**src/rtl/issue_window_sequencer.sv**
```systemverilog
// Convolution window position sequencer.
// Walks the centre of a (2R+1)x(2R+1) kernel over a padded feature map in
// row-major order, hands each position to the next allocator in turn, and
// after each group of positions offers the union bounding box of that group.
module issue_window_sequencer #(
   parameter int NUM_ALLOC = 220,
   parameter int COORD_W   = 8,
   parameter int PAD_W     = 2,
   parameter int STRIDE_W  = 3,
   parameter int ALLOC_W   = (NUM_ALLOC > 1) ? $clog2(NUM_ALLOC) : 1,
   parameter int CNT_W     = $clog2(NUM_ALLOC + 1)
) (
   input  logic                 clk,
   input  logic                 rst,
   input  logic [COORD_W-1:0]   cfg_image_w,
   input  logic [COORD_W-1:0]   cfg_image_h,
   input  logic [PAD_W-1:0]     cfg_padding,
   input  logic [PAD_W-1:0]     cfg_radius,
   input  logic [STRIDE_W-1:0]  cfg_stride,
   input  logic                 start,
   output logic                 busy,
   output logic                 cfg_error,
   output logic                 issue_valid,
   input  logic                 issue_ready,
   output logic [COORD_W-1:0]   center_x,
   output logic [COORD_W-1:0]   center_y,
   output logic [COORD_W-1:0]   win_x_lo,
   output logic [COORD_W-1:0]   win_x_hi,
   output logic [COORD_W-1:0]   win_y_lo,
   output logic [COORD_W-1:0]   win_y_hi,
   output logic [ALLOC_W-1:0]   alloc_idx,
   output logic [NUM_ALLOC-1:0] alloc_select,
   output logic                 batch_valid,
   input  logic                 batch_ready,
   output logic [CNT_W-1:0]     batch_count,
   output logic [COORD_W-1:0]   batch_x_min,
   output logic [COORD_W-1:0]   batch_x_max,
   output logic [COORD_W-1:0]   batch_y_min,
   output logic [COORD_W-1:0]   batch_y_max,
   output logic                 done
);

   // Two spare bits so centre+stride and W+pad never wrap.
   localparam int XW = COORD_W + 2;

   typedef enum logic [2:0] {S_IDLE, S_CHECK, S_ISSUE, S_BATCH, S_FIN} state_t;

   state_t               state_q;
   logic [COORD_W-1:0]   w_q, h_q;
   logic [PAD_W-1:0]     pad_q, rad_q;
   logic [STRIDE_W-1:0]  stride_q;
   logic [COORD_W-1:0]   cx_q, cy_q;
   logic [COORD_W-1:0]   xlo_q, xhi_q, ylo_q, yhi_q;
   logic [ALLOC_W-1:0]   aidx_q;
   logic [CNT_W-1:0]     bcnt_q;
   logic [COORD_W-1:0]   bxmin_q, bxmax_q, bymin_q, bymax_q;
   logic                 last_q;
   logic                 err_q;

   logic [XW-1:0]        rad_x, pad_x, str_x, cx_max, cy_max, cx_step, cy_step;
   logic [COORD_W-1:0]   org, cx_d, cy_d;
   logic                 x_wrap, y_wrap, last_pos, cfg_bad;

   // Lower window edge, clamped at 0.
   function automatic logic [COORD_W-1:0] win_lo(input logic [COORD_W-1:0] c,
                                                 input logic [PAD_W-1:0]   r);
      logic [COORD_W-1:0] rw;
      rw = COORD_W'(r);
      return (c < rw) ? '0 : c - rw;
   endfunction

   // Upper window edge, clamped at dim-1.
   function automatic logic [COORD_W-1:0] win_hi(input logic [COORD_W-1:0] c,
                                                 input logic [PAD_W-1:0]   r,
                                                 input logic [COORD_W-1:0] dim);
      logic [XW-1:0] s, lim;
      s   = XW'(c) + XW'(r);
      lim = XW'(dim) - XW'(1);
      return COORD_W'((s > lim) ? lim : s);
   endfunction

   // Centre range, configuration legality and next-position arithmetic.
   always_comb begin
      rad_x    = XW'(rad_q);
      pad_x    = XW'(pad_q);
      str_x    = XW'(stride_q);
      cx_max   = XW'(w_q) - XW'(1) - rad_x + pad_x;
      cy_max   = XW'(h_q) - XW'(1) - rad_x + pad_x;
      cx_step  = XW'(cx_q) + str_x;
      cy_step  = XW'(cy_q) + str_x;
      x_wrap   = cx_step > cx_max;
      y_wrap   = cy_step > cy_max;
      last_pos = x_wrap && y_wrap;
      org      = COORD_W'(rad_q) - COORD_W'(pad_q);
      cx_d     = x_wrap ? org : COORD_W'(cx_step);
      cy_d     = x_wrap ? COORD_W'(cy_step) : cy_q;
      cfg_bad  = (stride_q == '0) || (pad_q > rad_q) ||
                 (XW'(w_q) + pad_x < rad_x + XW'(1)) ||
                 (XW'(h_q) + pad_x < rad_x + XW'(1));
   end

   // Sequencer FSM: config latch/check, position walk, batch accumulation and hand-off.
   always_ff @(posedge clk or negedge rst) begin
      if (!rst) begin
         state_q  <= S_IDLE;
         w_q      <= '0;  h_q     <= '0;
         pad_q    <= '0;  rad_q   <= '0;  stride_q <= '0;
         cx_q     <= '0;  cy_q    <= '0;
         xlo_q    <= '0;  xhi_q   <= '0;  ylo_q    <= '0;  yhi_q   <= '0;
         aidx_q   <= '0;  bcnt_q  <= '0;
         bxmin_q  <= '0;  bxmax_q <= '0;  bymin_q  <= '0;  bymax_q <= '0;
         last_q   <= 1'b0;
         err_q    <= 1'b0;
      end else begin
         case (state_q)
            S_IDLE: begin
               if (start) begin
                  w_q      <= cfg_image_w;
                  h_q      <= cfg_image_h;
                  pad_q    <= cfg_padding;
                  rad_q    <= cfg_radius;
                  stride_q <= cfg_stride;
                  err_q    <= 1'b0;
                  state_q  <= S_CHECK;
               end
            end
            S_CHECK: begin
               if (cfg_bad) begin
                  err_q   <= 1'b1;
                  state_q <= S_IDLE;
               end else begin
                  cx_q    <= org;
                  cy_q    <= org;
                  xlo_q   <= win_lo(org, rad_q);
                  xhi_q   <= win_hi(org, rad_q, w_q);
                  ylo_q   <= win_lo(org, rad_q);
                  yhi_q   <= win_hi(org, rad_q, h_q);
                  aidx_q  <= '0;
                  bcnt_q  <= '0;
                  last_q  <= 1'b0;
                  state_q <= S_ISSUE;
               end
            end
            S_ISSUE: begin
               if (issue_ready) begin
                  bcnt_q  <= bcnt_q + CNT_W'(1);
                  // First position of a batch seeds the box; later ones widen it.
                  bxmin_q <= (bcnt_q == '0 || xlo_q < bxmin_q) ? xlo_q : bxmin_q;
                  bxmax_q <= (bcnt_q == '0 || xhi_q > bxmax_q) ? xhi_q : bxmax_q;
                  bymin_q <= (bcnt_q == '0 || ylo_q < bymin_q) ? ylo_q : bymin_q;
                  bymax_q <= (bcnt_q == '0 || yhi_q > bymax_q) ? yhi_q : bymax_q;
                  if (!last_pos) begin
                     cx_q  <= cx_d;
                     cy_q  <= cy_d;
                     xlo_q <= win_lo(cx_d, rad_q);
                     xhi_q <= win_hi(cx_d, rad_q, w_q);
                     ylo_q <= win_lo(cy_d, rad_q);
                     yhi_q <= win_hi(cy_d, rad_q, h_q);
                  end
                  if (last_pos || aidx_q == ALLOC_W'(NUM_ALLOC - 1)) begin
                     last_q  <= last_pos;
                     state_q <= S_BATCH;
                  end else begin
                     aidx_q  <= aidx_q + ALLOC_W'(1);
                  end
               end
            end
            S_BATCH: begin
               if (batch_ready) begin
                  if (last_q) begin
                     state_q <= S_FIN;
                  end else begin
                     aidx_q  <= '0;
                     bcnt_q  <= '0;
                     state_q <= S_ISSUE;
                  end
               end
            end
            S_FIN:   state_q <= S_IDLE;
            default: state_q <= S_IDLE;
         endcase
      end
   end

   // One-hot allocator strobe, only while a position is on offer.
   always_comb begin
      alloc_select = '0;
      for (int i = 0; i < NUM_ALLOC; i++) begin
         if (issue_valid && (aidx_q == ALLOC_W'(i))) alloc_select[i] = 1'b1;
      end
   end

   assign busy        = (state_q != S_IDLE);
   assign issue_valid = (state_q == S_ISSUE);
   assign batch_valid = (state_q == S_BATCH);
   assign done        = (state_q == S_FIN);
   assign cfg_error   = err_q;
   assign center_x    = cx_q;
   assign center_y    = cy_q;
   assign win_x_lo    = xlo_q;
   assign win_x_hi    = xhi_q;
   assign win_y_lo    = ylo_q;
   assign win_y_hi    = yhi_q;
   assign alloc_idx   = aidx_q;
   assign batch_count = bcnt_q;
   assign batch_x_min = bxmin_q;
   assign batch_x_max = bxmax_q;
   assign batch_y_min = bymin_q;
   assign batch_y_max = bymax_q;

endmodule
```
**config.mk**
```make
export PLATFORM = sky130hd
export DESIGN_NAME = issue_window_sequencer
export DESIGN_NICKNAME = d
export VERILOG_FILES = /design/src/rtl/issue_window_sequencer.sv
export SDC_FILE = /design/constraint.sdc
export NUM_CORES = 1
export LEC_CHECK = 0
export CAP_MARGIN = 15
export CORE_MARGIN = 10
export CORE_UTILIZATION = 53
export CTS_CLUSTER_SIZE = 25
export DETAILED_ROUTE_END_ITERATION = 6
export PLACE_DENSITY = 0.89
export SYNTH_ARGS = -nofsm -noshare
export SYNTH_HDL_FRONTEND = slang
export SYNTH_SLANG_ARGS = --single-unit
```
**constraint.sdc**
```tcl
create_clock -name clk -period 11.92 [get_ports clk]
set_input_delay 2.384 -clock clk [delete_from_list [all_inputs] [get_ports clk]]
set_output_delay 2.384 -clock clk [all_outputs]
set_load 0.01 [all_outputs]
```
## Word level (Yosys, flattened, before mapping)

Cells that the tools add are included.

- Add/subtract/negate cells: 20
- $mul: 0
- Divide/modulo/power cells: 0
- $lt $le $gt $ge: 16
- Equal/unequal tests: 232
- Shift operators: 0
- Mux-type cells: 273
- Bitwise logic cells: 0
- Reduce and logical (&&, ||, !) cells: 248

Operators by type and width:

| kind | number |
|---|---|
| == test 8 bit, second input constant | 92 |
| == test 8 x 7 -> 1 bit, second input constant | 64 |
| == test 8 x 6 -> 1 bit, second input constant | 32 |
| two-way mux 8 bit | 31 |
| two-way mux 1 bit | 225 |
| logical AND 1 bit | 221 |
| == test 8 x 5 -> 1 bit, second input constant | 16 |
| case mux 8 bit (2 select lines) | 6 |
| == test 8 x 4 -> 1 bit, second input constant | 8 |
| greater-than comparator 9 x 10 -> 1 bit | 6 |
| case mux 8 bit (3 select lines) | 2 |
| adder 8 x 2 -> 9 bit | 5 |
| == test 8 x 3 -> 1 bit, second input constant | 4 |
| less-than comparator 8 x 2 -> 1 bit | 3 |
| adder 10 x 2 -> 10 bit | 2 |
| subtractor 10 x 2 -> 10 bit | 2 |
| adder 8 x 3 -> 9 bit | 2 |
| subtractor 8 x 1 -> 9 bit, second input constant | 2 |
| adder 8 x 1 -> 8 bit, second input constant | 2 |
| == test 8 x 2 -> 1 bit, second input constant | 2 |
| greater-than comparator 8 bit | 2 |
| logical NOT 8 bit | 2 |
| less-than comparator 8 bit | 2 |
| subtractor 8 x 2 -> 8 bit | 2 |
| other kinds (25) | 54 |

- Register bits after elaboration: 124
- Latch bits: 0
- Bits in writable memories: 0
- ROM bits: 0
- Bits of input ports: 28
- Output and inout bits: 321
- Word-level logic and storage cells: 809
- Memories: 0

## Depth between registers and ports, before layout

Gate-level depths: netlist (run 1).

- Word-level depth: 11
- Gate-level depth with buffers: 40
- Gate-level depth less buffers: 38

## Worst setup path before layout (run 1)

No wires, ideal clock.

- Kind: flip-flop to flip-flop
- Start point: register w_q[0]
- End point: register yhi_q[1] (netlist: win_y_hi[1])
- Setup time: 0.125 ns
- Arrival: 7.692 ns
- Data required time: 11.795 ns
- Setup slack: 4.104 ns
- Stages on the path, launching flop included: 39
- Path buffers: 2
- Clock period less this slack: 7.816 ns
- Cells stage by stage: dfrtp_1 > inv_1 > ha_1 > inv_1 > fa_1 > inv_1 > fa_1 > nand2b_1 > o21ai_0 > nand2_1 > nand2_1 > a21o_1 > xnor2_1 > ha_1 > nand2_1 > a221oi_1 > a2111oi_0 > a211o_1 > [3 not listed] > inv_1 > ha_1 > inv_1 > a21oi_1 > o21ai_0 > o21ai_0 > xor2_1 > ha_1 > o21a_1 > o21a_1 > o21a_1 > o21a_1 > o21a_1 > o221ai_1 > o31ai_4 > mux2i_1 > o21ai_0 > mux2_2

- Cells in the longest elaborated chain, start to end: 11
- Elaborated cells on any way between the ends: 19
- Classes of those cells: add/sub (5); order compare (3); eq/ne (2); mux (5); reduce/logical (4)

RTL lines:

| what | RTL line | source |
|---|---|---|
| start: declaration | 49 | `logic [COORD_W-1:0] w_q, h_q;` |
| start signal: assignment | 118 | `w_q <= cfg_image_w;` |
| subtractor 8 x 1 -> 9 bit | 87 | `cx_max = XW'(w_q) - XW'(1) - rad_x + pad_x;` |
| subtractor 10 x 2 -> 10 bit | 87 |  |
| adder 10 x 2 -> 10 bit | 87 |  |
| greater-than comparator 9 x 10 -> 1 bit | 91 | `x_wrap = cx_step > cx_max;` |
| two-way mux 8 bit | 96 | `cy_d = x_wrap ? COORD_W'(cy_step) : cy_q;` |
| adder 8 x 2 -> 9 bit | 77 | `s = XW'(c) + XW'(r);` |
| greater-than comparator 9 x 10 -> 1 bit | 79 | `return COORD_W'((s > lim) ? lim : s);` |
| two-way mux 8 bit | 79 |  |
| two-way mux 8 bit | 152 | `if (!last_pos) begin` |
| two-way mux 8 bit | 145 | `if (issue_ready) begin` |
| case mux 8 bit (2 select lines) | 115 | `case (state_q)` |
| end signal: assignment | 137 | `yhi_q <= win_hi(org, rad_q, h_q);` |
| end signal: assignment | 158 | `yhi_q <= win_hi(cy_d, rad_q, h_q);` |
| end: declaration | 53 | `logic [COORD_W-1:0] xlo_q, xhi_q, ylo_q, yhi_q;` |

Several ways; a longest one is shown, not always the timed one. The select of a mux whose other input is x is not followed.
A chain may end at the register's enable or synchronous reset.

## Final worst setup path (run 1)

Ends and elaborated chain as after synthesis.

==> results of run 1 <==
-- through the flow --
| stage | area [sq um] | setup WS (ns) | hold WS, ns | utilization |
|---|---|---|---|---|
| after floorplan | 11710 | 4.104 | 0.4931 | - |
| after detailed placement | 15290 | 3.106 | 0.5128 | 0.7028 |
| after CTS | 15910 | 3.082 | 0.5266 | 0.7311 |
| after global routing | 15910 | 2.107 | 0.5614 | 0.7311 |
| final | 15910 | 3.000 | 0.5220 | 0.7311 |
| after global placement | 15290 | 3.467 | 0.4922 | 0.7028 |
-- routing by layer --
| layer | vias up | GRT usage |
|---|---|---|
| met5 | - | 0 |
| met4 | 0 | 0.08478 |
| met3 | 76 | 0.07758 |
| met2 | 655 | 0.4625 |
| met1 | 5880 | 0.3884 |
| li1 | 5663 | - |
-- cell usage after synthesis, types with 5 or more instances --
| cell type | n |
|---|---|
| inv_1 | 109 |
| nor3b_1 | 9 |
| dfrtp_1 | 124 |
| and3_1 | 16 |
| clkbuf_1 | 60 |
| nor3_1 | 14 |
| a31oi_1 | 5 |
| mux2i_1 | 18 |
| nand4_1 | 18 |
| buf_2 | 14 |
| o21bai_1 | 8 |
| nand2_1 | 139 |
| o21ai_0 | 92 |
| o31ai_1 | 24 |
| ha_1 | 134 |
| fa_1 | 15 |
| o21ai_1 | 8 |
| xnor2_1 | 41 |
| nor2b_1 | 21 |
| nand3_1 | 25 |
| nor4_1 | 7 |
| a21oi_1 | 57 |
| or3_1 | 7 |
| nor2_1 | 288 |
| a211oi_1 | 12 |
| a211o_1 | 6 |
| nand2b_1 | 16 |
| and2_1 | 5 |
| o21a_1 | 17 |
| a21o_1 | 18 |
| xor2_1 | 37 |
| mux2_2 | 48 |
-- critical path, delay by kind of cell (launching register included) --
kind                     cells  cell delay [ns]
adder cells (fa/ha/maj)      5             1.58
multiplexers                 3             1.04
XOR/XNOR                     3             0.77
buffers and inverters        5             0.66
AO/OA/AOI/OAI               16             3.88
AND/OR/NAND/NOR              2             0.40
flip-flops                   1             0.47
-- cell type report --
class | count | area [sq um]
Clock buffer | 18 | 429.2
Tap cell | 280 | 350.3
Fill cell | 1585 | 5849
Clock inverter | 14 | 186.4
Timing Repair Buffer | 357 | 3548
Multi-Input combinational cell | 1172 | 7880
Inverter | 109 | 409.1
Sequential cell | 124 | 3103
-- registers in the layout (all words and copies together), names as in the netlist, 8 cells and up --
name	count
center_y	8
win_y_hi	8
h_q	8
center_x	8
batch_x_min	8
alloc_idx	8
win_x_lo	8
w_q	8
batch_y_max	8
batch_y_min	8
win_y_lo	8
batch_count	8
win_x_hi	8
batch_x_max	8
-- logic make-up (layout without fill, tap and decap cells) --
group | Yosys count | count (layout)
and+or+nand+nor | 583 | 583
DFF | 124 | 124
xor gates and xnor gates | 78 | 78
AOI/OAI and AO/OA | 294 | 294
buffers and inverters | 188 | 498
adders and majority gates | 151 | 151
muxes | 66 | 66
-- worst paths after layout --
check | endpoint | slack (ns) | depth (start not counted)
max in group asynchronous | center_y[0] | 8.57 | 2
setup / recovery | win_y_hi[1] | 3.00 | 34
setup reg to reg | win_y_hi[1] | 3.00 | 34
min in group asynchronous | batch_x_max[1] | 2.09 | 1
hold / removal | batch_x_max[4] | 0.52 | 2
hold reg to reg | batch_x_max[4] | 0.52 | 2
==> flow_summary.json, run 1 <==
{
  "synth_ff_type": "dfrtp_1",
  "synthCells": 1484,
  "synthesis.yosys.warnings": 0,
  "synthesis.nets": 1661,
  "numPlacedInstances": 2042,
  "post_cts_sizing_count": 0,
  "critical_path_arrival_ns": 9.24,
  "met1Wirelength_um": 18220,
  "cts_hold_buffers": 0,
  "layout.cells.most_common": "clkdlybuf4s50_1",
  "worst_r2r_startpoint": "w_q[0]",
  "global_route.overflow_total": 0,
  "worst_setup_path_end_kind": "flop",
  "synth.ff_latch_count": 124,
  "cts_post_setup_buffers_inserted": 0,
  "cts-root-to-sink-buffers": 2,
  "min_period_ns": 8.920,
  "drive_above_1_share": 0.06076,
  "synthXorXnorAreaFrac": 0.05832,
  "yosysTopAreaCell": "dfrtp_1",
  "grt_first_pass_wirelength_um": 67540,
  "timing_worst_slew_pin_value_ns": 0.9587,
  "synthSimpleGateAreaFrac": 0.2213,
  "criticalPathCategory": "flop to flop",
  "final-setup-viol-count": 0,
  "maxSlewHeadroom": 0.3595,
  "hold_start": "batch_x_max[4]",
  "layout.cells.most_common_list": "347 x clkdlybuf4s50_1, 287 x nor2_1, 139 x nand2_1, 134 x ha_1, 124 x dfrtp_1",
  "fp.dieW_um": 168.7,
  "floorplan.initialDensity": 0.5384,
  "num-nets-final": 1958,
  "drt_drc_violations_left": 0,
  "cts_tree": "done",
  "cts-buffers-inserted": 17,
  "detail_route.vias_per_cell": 5.918,
  "antenna_violations_before_repair": 0,
  "layoutNonFillerInstCount": 2074,
  "maximum_number_of_pins_on_one_net_before_global_route_repair": 87,
  "die_area_sq_mm": 0.02845,
  "final_weighted_congestion_in_routability_driven_placement": 0.9419,
  "dieHeight_um": 168.7,
  "place.port_buffers": 348,
  "worstHoldPathType": "flop to flop",
  "worst_path_largest_cell_delay_ns": 0.70,
  "async_reset_ff_frac": 1.000,
  "max_clock_freq_mhz": 112.1,
  "synth_sequential_area_ratio": 0.2649,
  "synth_edf_count": 0,
  "post-route-period-util": 0.7484,
  "post_synth_instance_area_sq_mm": 0.01171,
  "vias_in_the_first_global_route": 11845,
  "floorplan.rows": 54,
  "ctsHtreeMaxLevel": 4,
  "globalRouteTotalUtil": 0.2939,
  "cp-start-kind": "flop",
  "dr_wl_met3_um": 4540,
  "totalWireLength_um": 43870,
  "status": "finished, final reports clean",
  "clock_latency_ns": 0.44,
  "ys_top_cells_by_area": "dfrtp_1 26%, ha_1 14%, nor2_1 9.2%, mux2_2 4.6%, nand2_1 4.5%",
  "wl_per_cell_um": 21.15,
  "vias": 12274,
  "clk_transition_reported_paths_ns": 0.06,
  "ys_types": 71,
  "timing.final.max_slew_violations": 0,
  "crit_path_start": "w_q[0]",
  "drt.antenna.violating_nets": 0,
  "cts.sinks": 124,
  "synthDominantCellAreaShare": 0.2649,
  "combinational_family_with_the_most_area_after_synthesis": "simple AND/OR/NAND/NOR gates",
  "timing_hold_violations_final": 0,
  "drv_cap": 0,
  "rsz0062_at_grt": "no",
  "synth_compound_area_frac": 0.1608,
  "drt_iter0_drc": 1438,
  "slowest_stage": "a211o_1",
  "synth_adder_area_share": 0.1705,
  "fin_tns_setup_ns": 0,
  "hpwl_um": 33820,
  "cts-root-buf": "clkbuf_16",
  "topmost_layer_with_routed_signal_wires": "met4",
  "io-pin-count": 349,
  "critical_path_required_ns": 12.24,
  "syn_avg_cell_area_sq_um": 7.893,
  "antenna-diode-count": 0,
  "met2RoutedLength_um": 20170,
  "first_pass_iters": 5,
  "design.core.area_sq_mm": 0.02176,
  "muxShareOfSynthArea": 0.06153,
  "area_growth_syn_to_layout_pct": 35.79,
  "worst_clock_skew_ns": 0.01386,
  "critPathMaxFanout": 21
}
Power of run 1 is not shown: default switching activity piles up to over one toggle a cycle in this logic, so the estimate is an artifact.
==> run 2, diff against run 1 <==
Settings changed: CORE_UTILIZATION 53 to 44, PLACE_DENSITY 0.89 to 0.79.
Clock period 11.92 ns to 7.4 ns, I/O delays scaled along.
==> run 2 against run 1 <==
Compared with the run above:
- global-route usage fell by 3.8 points
- sequential share of layout area is 0.73 points lower
- hold slack lost 0.0041 ns
- critical path type unchanged
==> flow_summary.json, run 2 (same netlist as run 1, synthesis figures left out) <==
{
  "io-pin-count": 349,
  "place.port_buffers": 348,
  "drt_drc_violations_left": 0,
  "max_clock_freq_mhz": 136.5,
  "layout.cells.most_common": "clkdlybuf4s50_1",
  "dieHeight_um": 183.2,
  "ctsHtreeMaxLevel": 4,
  "drt_iter0_drc": 1320,
  "worst_setup_path_end_kind": "flop",
  "post-route-period-util": 0.9899,
  "global_route.overflow_total": 0,
  "antenna_violations_before_repair": 2,
  "crit_path_frequent_cell": "o21a_1",
  "wl_per_cell_um": 20.90,
  "area_growth_syn_to_layout_pct": 41.10,
  "rsz0062_at_grt": "yes",
  "grt_first_pass_wirelength_um": 68700,
  "critical_path_required_ns": 7.77,
  "drive_above_1_share": 0.1036,
  "hold-worst-slack_ns": 0.5180,
  "maximum_number_of_pins_on_one_net_before_global_route_repair": 75,
  "antenna-diode-count": 0,
  "vias": 12431,
  "criticalPathCategory": "flop to flop",
  "clock_latency_ns": 0.43,
  "cts.sinks": 124,
  "maxSlewHeadroom": 0.3462,
  "num-nets-final": 2009,
  "floorplan.initialDensity": 0.4482,
  "final-setup-viol-count": 0,
  "cts_tree": "done",
  "die_area_sq_mm": 0.03355,
  "critical_path_arrival_ns": 7.69,
  "floorplan.rows": 59,
  "clk_transition_reported_paths_ns": 0.06,
  "worstHoldPathType": "flop to flop",
  "totalWireLength_um": 45530,
  "drt.antenna.violating_nets": 0,
  "design.core.area_sq_mm": 0.02613,
  "critPathMaxFanout": 8,
  "timing_worst_slew_pin_value_ns": 0.9807,
  "globalRouteTotalUtil": 0.2557,
  "final_weighted_congestion_in_routability_driven_placement": 0.9249,
  "cts-root-buf": "clkbuf_16",
  "vias_in_the_first_global_route": 11895,
  "cts-root-to-sink-buffers": 2,
  "first_pass_iters": 5,
  "slowest_stage": "fa_1",
  "drv_cap": 0,
  "cts-buffers-inserted": 17,
  "detail_route.vias_per_cell": 5.705,
  "worst_clock_skew_ns": 0.01020,
  "hpwl_um": 35350,
  "worst_path_largest_cell_delay_ns": 0.51,
  "status": "finished, final reports clean",
  "timing_hold_violations_final": 0,
  "fp.dieW_um": 183.2,
  "min_period_ns": 7.325,
  "cp-start-kind": "flop",
  "timing.final.max_slew_violations": 0,
  "layout.cells.most_common_list": "347 x clkdlybuf4s50_1, 287 x nor2_1, 139 x nand2_1, 131 x ha_1, 124 x dfrtp_1"
}
[run 2: per-layer routing]
metal  up-vias  global-route usage  wire length (um)
li1       5768                   -                 -
met1      5960              0.3440             19140
met2       622              0.3989             20980
met3        77             0.06403              4534
met4         4             0.06951               841
met5         -                   0                35
[run 2: path summary, 6_finish.rpt]
kind	from	endpoint	slack, ns	cells past startpoint
max in group asynchronous	rst	win_y_hi[2]	4.88	2
min in group asynchronous	rst	w_q[5]	1.20	1
hold reg to reg	batch_x_max[2]	batch_x_max[2]	0.52	2
hold / removal	batch_x_max[2]	batch_x_max[2]	0.52	2
setup / recovery	w_q[0]	win_y_hi[1]	0.08	39
setup reg to reg	w_q[0]	win_y_hi[1]	0.08	39
[run 2: per-stage QoR]
step	util	TNS, ns	worst slack [ns]	cells	cell area [sq um]
global placement	0.5994	0	0.1655	2132	15660
global route	0.6325	-1.407	-0.1829	2179	16530
detailed placement	0.5994	-1.102	-0.1589	2132	15660
floorplan	-	0	0.003332	1484	11740
finish	0.6325	0	0.07504	2179	16530
CTS	0.6231	0	0.02163	2166	16280
[run 2: what timing repair did]
item | CTS | global route
hold buffers | 0 | 0
hold endpoints to repair | 0 | 0
endpoints found under the setup margin | 16 | 16
pin swaps | 3 | 27
resized for setup | 5 | 41
buffers inserted | 3 | 13
[run 2: cell type report]
class                      count  area [sq um]
clock inverter                13         142.6
inverter                     109         411.6
fill                        2198          9604
timing repair buffer         408          3951
clock buffer                  18         429.2
sequential                   124          3103
tap                          335         419.2
multi-input combinational   1172          8071
[run 2: worst max-delay path: cells and delay by family (launching register included)]
family / cells / cell delay [ns]
compound gates: 19 / 3.20
fa+ha+maj: 6 / 2.07
buf+inv: 6 / 0.47
simple gates: 4 / 0.40
mux: 2 / 0.38
flops: 1 / 0.37
xor+xnor: 2 / 0.35
Power of run 2 is left out for the same reason.
